<file path="config.mk">
export PLATFORM = sky130hd
export DESIGN_NAME = axis_mash_nstage
export DESIGN_NICKNAME = d
export VERILOG_FILES = /design/src/rtl/mash_pkg.sv /design/src/rtl/mash_acc_stage.sv /design/src/rtl/axis_mash_nstage.sv
export SDC_FILE = /design/constraint.sdc
export NUM_CORES = 1
export LEC_CHECK = 0
export BUFFER_PORTS_ARGS = -buffer_cell sky130_fd_sc_hd__buf_2
export CAP_MARGIN = 25
export CORE_MARGIN = 1
export CORE_UTILIZATION = 45
export DETAILED_ROUTE_END_ITERATION = 8
export GPL_TIMING_DRIVEN = 1
export PLACE_DENSITY = 0.64
export SLEW_MARGIN = 25
export SYNTH_ARGS = -nofsm -noshare
export SYNTH_HDL_FRONTEND = slang
export SYNTH_SLANG_ARGS = --single-unit
export TNS_END_PERCENT = 50
</file>
<file path="constraint.sdc">
create_clock -name aclk -period 8.9 [get_ports aclk]
set_input_delay 1.335 -clock aclk [delete_from_list [all_inputs] [get_ports aclk]]
set_output_delay 1.335 -clock aclk [all_outputs]
set_load 0.02 [all_outputs]
</file>
<file path="src/rtl/mash_pkg.sv">
// -----------------------------------------------------------------------------
// mash_pkg
// Shared constants and helpers for the multi-stage MASH modulator:
//   MASH_MAX_STAGES  - largest number of first-order stages supported
//   MASH_LFSR_SEED   - reset value of the dither LFSR
//   MASH_LFSR_TAPS   - feedback tap mask (bits 0,2,3,5)
//   mash_min_out_bw  - narrowest signed output able to hold an order-L result
//   mash_lfsr_next   - one Fibonacci shift of the dither LFSR
// -----------------------------------------------------------------------------
package mash_pkg;

    localparam int          MASH_MAX_STAGES = 4;
    localparam logic [15:0] MASH_LFSR_SEED  = 16'hACE1;
    localparam logic [15:0] MASH_LFSR_TAPS  = 16'h002D;

    // Order-L output spans -(2^(L-1)-1) .. 2^(L-1), which needs L+1 signed bits.
    function automatic int mash_min_out_bw(input int order);
        return order + 1;
    endfunction

    // Feedback is the XOR of the tapped bits, shifted in at the top.
    function automatic logic [15:0] mash_lfsr_next(input logic [15:0] state);
        return {^(state & MASH_LFSR_TAPS), state[15:1]};
    endfunction

endpackage

</file>
<file path="src/rtl/mash_acc_stage.sv">
// -----------------------------------------------------------------------------
// mash_acc_stage
// One first-order MASH accumulator: WIDTH-bit modular add with carry in/out.
//   clk, rst_n : clock, asynchronous active-low reset
//   en         : advance the accumulator this cycle
//   clr        : when advancing, load zero instead of the sum
//   cin        : carry-in (dither bit)
//   addend     : value added to the accumulator
//   sum        : combinational acc + addend + cin (mod 2^WIDTH), feeds next stage
//   cout       : overflow of that add
// -----------------------------------------------------------------------------
module mash_acc_stage #(
    parameter int WIDTH = 16
) (
    input  logic             clk,
    input  logic             rst_n,
    input  logic             en,
    input  logic             clr,
    input  logic             cin,
    input  logic [WIDTH-1:0] addend,
    output logic [WIDTH-1:0] sum,
    output logic             cout
);

    logic [WIDTH-1:0] acc_reg;

    assign {cout, sum} = {1'b0, acc_reg} + {1'b0, addend} + {{WIDTH{1'b0}}, cin};

    always_ff @(posedge clk or negedge rst_n) begin
        if (!rst_n) begin
            acc_reg <= '0;
        end else if (en) begin
            acc_reg <= clr ? '0 : sum;
        end
    end

endmodule

</file>
<file path="src/rtl/axis_mash_nstage.sv">
// -----------------------------------------------------------------------------
// axis_mash_nstage
// AXI-Stream MASH sigma-delta modulator with N_STAGES first-order stages and a
// runtime-selectable active order.
//   aclk, arst_n          : clock, asynchronous active-low reset
//   cfg_order             : requested order, clamped to 1..N_STAGES per sample
//   dither_en             : add LFSR bit 0 as carry into the last active stage
//   s_axis_data_*         : signed WIDTH-bit input samples
//   m_axis_data_*         : signed OUT_BW-bit modulator output, latency 1
// -----------------------------------------------------------------------------
module axis_mash_nstage
    import mash_pkg::*;
#(
    parameter int WIDTH    = 16,
    parameter int N_STAGES = 3,
    parameter int OUT_BW   = 6
) (
    input  logic                     aclk,
    input  logic                     arst_n,
    input  logic [2:0]               cfg_order,
    input  logic                     dither_en,
    input  logic signed [WIDTH-1:0]  s_axis_data_tdata,
    input  logic                     s_axis_data_tvalid,
    output logic                     s_axis_data_tready,
    output logic signed [OUT_BW-1:0] m_axis_data_tdata,
    output logic                     m_axis_data_tvalid,
    input  logic                     m_axis_data_tready
);

    if (N_STAGES < 1 || N_STAGES > MASH_MAX_STAGES) begin : g_bad_stages
        $error("axis_mash_nstage: N_STAGES must be in 1..4");
    end
    if (OUT_BW < mash_min_out_bw(N_STAGES)) begin : g_bad_out_bw
        $error("axis_mash_nstage: OUT_BW too narrow for N_STAGES");
    end

    logic                     accept;
    logic [2:0]               order_eff;
    logic [WIDTH-1:0]         u_offset;
    logic [15:0]              lfsr_reg;
    logic signed [OUT_BW-1:0] m_tdata_reg;
    logic                     m_tvalid_reg;

    assign s_axis_data_tready = !m_tvalid_reg || m_axis_data_tready;
    assign accept             = s_axis_data_tvalid && s_axis_data_tready;
    assign m_axis_data_tdata  = m_tdata_reg;
    assign m_axis_data_tvalid = m_tvalid_reg;

    // Offset binary: flipping the MSB maps x to x + 2^(WIDTH-1).
    assign u_offset = {~s_axis_data_tdata[WIDTH-1], s_axis_data_tdata[WIDTH-2:0]};

    always_comb begin
        order_eff = cfg_order;
        if (cfg_order == 3'd0) begin
            order_eff = 3'd1;
        end else if (cfg_order > 3'(N_STAGES)) begin
            order_eff = 3'(N_STAGES);
        end
    end

    for (genvar gi = 0; gi < N_STAGES; gi++) begin : g_stage
        localparam logic [2:0] STAGE_NUM = 3'(gi + 1);

        logic                     active;
        logic                     last;
        logic [WIDTH-1:0]         addend;
        logic [WIDTH-1:0]         sum;
        logic                     carry;
        logic signed [OUT_BW-1:0] carry_s;
        logic signed [OUT_BW-1:0] diff;
        logic signed [OUT_BW-1:0] t_val;

        assign active = (STAGE_NUM <= order_eff);
        assign last   = (STAGE_NUM == order_eff);

        if (gi == 0) begin : g_first
            assign addend = u_offset;
        end else begin : g_chain
            assign addend = g_stage[gi-1].sum;
        end

        // Inactive stages are zeroed on every accept so that raising the
        // order later starts them from a clean state.
        mash_acc_stage #(
            .WIDTH (WIDTH)
        ) u_stage (
            .clk    (aclk),
            .rst_n  (arst_n),
            .en     (accept),
            .clr    (!active),
            .cin    (dither_en && last && lfsr_reg[0]),
            .addend (addend),
            .sum    (sum),
            .cout   (carry)
        );

        assign carry_s = {{(OUT_BW-1){1'b0}}, carry && active};

        // Stage k+1's output is differentiated once before joining stage k;
        // hist_reg holds stage k's previous output for the stage below it.
        if (gi > 0) begin : g_hist
            logic signed [OUT_BW-1:0] hist_reg;
            always_ff @(posedge aclk or negedge arst_n) begin
                if (!arst_n) begin
                    hist_reg <= '0;
                end else if (accept) begin
                    hist_reg <= t_val;
                end
            end
        end

        if (gi == N_STAGES - 1) begin : g_diff_top
            assign diff = '0;
        end else begin : g_diff_mid
            assign diff = g_stage[gi+1].t_val - g_stage[gi+1].g_hist.hist_reg;
        end

        // The last active stage ignores the (possibly stale) history above it.
        always_comb begin
            t_val = '0;
            if (active) begin
                t_val = last ? carry_s : (carry_s + diff);
            end
        end
    end

    always_ff @(posedge aclk or negedge arst_n) begin
        if (!arst_n) begin
            lfsr_reg <= MASH_LFSR_SEED;
        end else if (accept) begin
            lfsr_reg <= mash_lfsr_next(lfsr_reg);
        end
    end

    always_ff @(posedge aclk or negedge arst_n) begin
        if (!arst_n) begin
            m_tdata_reg  <= '0;
            m_tvalid_reg <= 1'b0;
        end else if (accept) begin
            m_tdata_reg  <= g_stage[0].t_val;
            m_tvalid_reg <= 1'b1;
        end else if (m_axis_data_tready) begin
            m_tvalid_reg <= 1'b0;
        end
    end

endmodule
</file>
==> results <==
- Of all flip-flops after synthesis, the portion carrying an async set or reset was 1.00.
- Global routing finished with a remaining overflow of 0.
- The area growth from synthesis to layout is 9.86%.
- Along the worst path, the maximum fanout reaches 7.
- In the synthesized netlist the dominant register cell turns out to be dfrtp_1.
- The clock latency on the worst-skew pair is 0.34 ns.
- The area of the die is 13000 sq um.
- At the end of routability-driven placement, the weighted congestion stood at just over 0.9.
- Buffers inserted during clock tree synthesis total 9.
- At the placement stage, the worst setup path has a slack of between 0.4 and 0.5 ns.
- The slew at the pin closest to its max-slew limit is around 0.9 ns.
- The maximum clock skew at final layout is roughly 0.012 ns.
- The Yosys step of the flow raised 0 warnings.
- The data arrival time at the worst-slack endpoint is around 8.4 ns.
- Detailed routing inserted a total of about 4600 vias.
- The row count is 40.
- The detail-routed via count per cell is approximately 5.7.
- The worst pin sits at a relative slew slack of 0.395.
- The first global-routing pass estimated about 22 mm of wire.
- STA classifies the critical path startpoint as an input pin.
- The distinct cell type count of the synthesized netlist is between 70 and 80.
- The number of flops mapped to enable cells by yosys is 0.
- The number of detailed-route iterations in the first pass is 4.
- Counting flops and latches in the post-synthesis netlist gives 75.
- The number of H-tree levels is 3.
- When the netlist entered floorplanning its net count stood at 703.
- In this run the mean area of a mapped cell was around 9 sq um.
- The HPWL after detailed placement is around 9.5 mm.
- The initial antenna violation count is 0.
- The routed design could run at a clock period as short as 8.18 ns.
- The non-filler instance count after layout is just over 800.
- The required time at the worst-slack endpoint is between 9 and 10 ns.
- The clock net in this run drives a total of 75 sinks.
- The starting utilization of the core area is 0.465.
- The slowest stage of the critical path belongs to the cell ha_1.
- The number of diodes added for antenna fixing is 0.
- The minimum setup slack among reg-to-reg paths is between 1 and 1.5 ns.
- Based on the critical path, the design can be clocked at up to 122 MHz.
- The cell area after synthesis is 5630 sq um.
- Setup repair after global routing left no endpoint under its margin.
- The number of buffers and inverters on the critical path is 4.
- The total negative slack for setup checks is 0 ns.
- In this design, the stage delay of the slowest critical-path cell is between 0.4 and 0.5 ns.
- TritonCTS built the clock tree.
- After clock tree synthesis, the setup repair step added 0 buffers.
- 32 I/O pins were placed.
- For this run, design rule violations remaining after detail routing come to 0.
- Including well taps, the total number of placed cells is about 800.
- The pin count of the biggest net entering global routing is 86.
- Wires add up to around 13 mm.
- In this run the deepest clock path goes through 2 buffers.
- The critical path's most frequent cell is ha_1.
- The gate family responsible for the most delay along the worst path is adder cells.
- From left edge to right edge, the die measures ~110 um.
- The critical path in this run is classified as in2reg.
- The wire length per cell is ~16 um.
- The worst setup path is captured at a register.
- The number of setup violations in the final report is 0.
- The number of slew-limit violations in the final report is 0.
- The flow ran to the end, and the final reports show no timing, DRC or antenna violations.
- The floorplan step defined a core boundary enclosing 12100 sq um.
- The post-detailed-route count of antenna-violating nets is 0.
- At the end of the flow, the number of nets in the layout was ~730.
- The total routing usage reported by global routing is 0.217.
- The tightest min-delay check is of the reg2reg type.
- The register with the most flip-flops in the layout has between 40 and 50 of them.
- The share of synthesized area occupied by flip-flops and latches is 0.335.
- The cell sitting at the root of the clock tree is a clkbuf_16.
- The number of violations of the max-capacitance limit is 0.
- Of the cells placed in the final design, the portion with a size suffix greater than 1 is 0.143.
- Buffers inserted to repair hold after CTS numbered 0.
- Of the available clock period, the critical path in the final layout requires 0.919.
- The number of global-route vias before repair is 4551.
- After clock tree synthesis, the clock-pin slew on the worst setup and hold paths is roughly 0.060 ns.
- The number of buffers inserted by port buffering is 31.
- The first routing iteration left about 220 violations.
- The number of endpoints with negative hold slack in the final report is 0.
- Setup slack closes at a little over 0.7 ns.
- Synthesis produced a netlist whose cell count is ~610.
- The chip height is about 110 um.
- The number of gates resized after cts is 0.
## layout make-up
cell class	instances	area, sq um
fillers	1203	5920
multi-input cells	491	3530
flip-flops and latches	75	1890
clock buffers	10	229
well taps	168	210
repair buffers	34	184
inverters	27	101
clock inverters	6	48.8
## final timing paths
check | from | to | cells past startpoint
max | cfg_order[2] | m_axis_data_tdata[5]$_DFFE_PN0P_ | 34
min | lfsr_reg[6]$_DFFE_PN1P_ | lfsr_reg[5]$_DFFE_PN1P_ | 2
max reg2reg | lfsr_reg[0]$_DFFE_PN1P_ | m_axis_data_tdata[5]$_DFFE_PN0P_ | 32
min reg2reg | lfsr_reg[6]$_DFFE_PN1P_ | lfsr_reg[5]$_DFFE_PN1P_ | 2
max in group asynchronous | arst_n | g_stage[0].u_stage.acc_reg[13]$_DFFE_PN0P_ | 1
min in group asynchronous | arst_n | g_stage[0].u_stage.acc_reg[1]$_DFFE_PN0P_ | 1
## through the flow
step | utilization | hold slack (ns) | area, sq um
finish | 0.511 | 0.450 | 6190
global route | 0.511 | 0.474 | 6190
CTS | 0.511 | 0.455 | 6180
detailed placement | 0.488 | 0.446 | 5910
global placement | 0.488 | 0.444 | 5910
floorplan | - | 0.435 | 5630
## logic make-up (layout without fill, tap and decap cells)
| kind of cell | Yosys count | in the layout | synth area share |
|---|---|---|---|
| xor gates and xnor gates | 36 | 36 | 0.0573 |
| buffers and inverters | 48 | 77 | 0.0391 |
| muxes | 6 | 6 | 0.0118 |
| adders and majority gates | 65 | 65 | 0.154 |
| AOI/OAI and AO/OA | 183 | 183 | 0.235 |
| DFF | 75 | 75 | 0.335 |
| and+or+nand+nor | 201 | 201 | 0.168 |
## cells in the final DEF, fill, tap and decap left out, types with 7 or more instances in the layout
cell type	n
nand2_1	107
dfrtp_1	67
ha_1	58
a21oi_1	40
buf_2	30
inv_1	26
xnor2_1	23
a21o_1	22
o21ai_0	22
nor2_1	19
nand3_1	13
xor2_1	12
a22o_1	12
o21ai_1	11
nand2b_1	9
clkbuf_16	9
nand4_1	8
o211ai_1	8
or3_1	8
and2_1	8
o31ai_1	8
dfstp_2	8
fa_1	7
## worst reg2reg max path: cells and delay by family, from the launching register on
family,cells,cell delay (ns)
adders and majority gates,9,2.69
AOI/OAI and AO/OA,12,2.46
and+or+nand+nor,7,1.35
DFF,1,0.57
buffers and inverters,3,0.16
xor gates and xnor gates,1,0.15
## synth_stat cells (9+ instances only)
master | number | area (sq um)
o21ai_1 | 11 | 55.1
ha_1 | 58 | 726
nand2_1 | 108 | 405
nand3_1 | 13 | 65.1
a21o_1 | 22 | 165
clkbuf_1 | 9 | 33.8
a21oi_1 | 40 | 200
xnor2_1 | 23 | 201
dfrtp_1 | 67 | 1680
a22o_1 | 12 | 105
xor2_1 | 12 | 105
nor2_1 | 19 | 71.3
o21ai_0 | 22 | 110
nand2b_1 | 9 | 56.3
inv_1 | 26 | 97.6
## per-layer routing
| metal | up-vias | part of all wire | track usage |
|---|---|---|---|
| li1 | 2266 | - | - |
| met1 | 2219 | 0.46 | 0.281 |
| met2 | 79 | 0.47 | 0.363 |
| met3 | 21 | 0.044 | 0.0356 |
| met4 | 0 | 0.020 | 0.0866 |
| met5 | - | 0 | 0 |
Power is left out: the tool's default activity adds up to more than one toggle a clock period on the data nets, which glitch-free logic cannot reach.
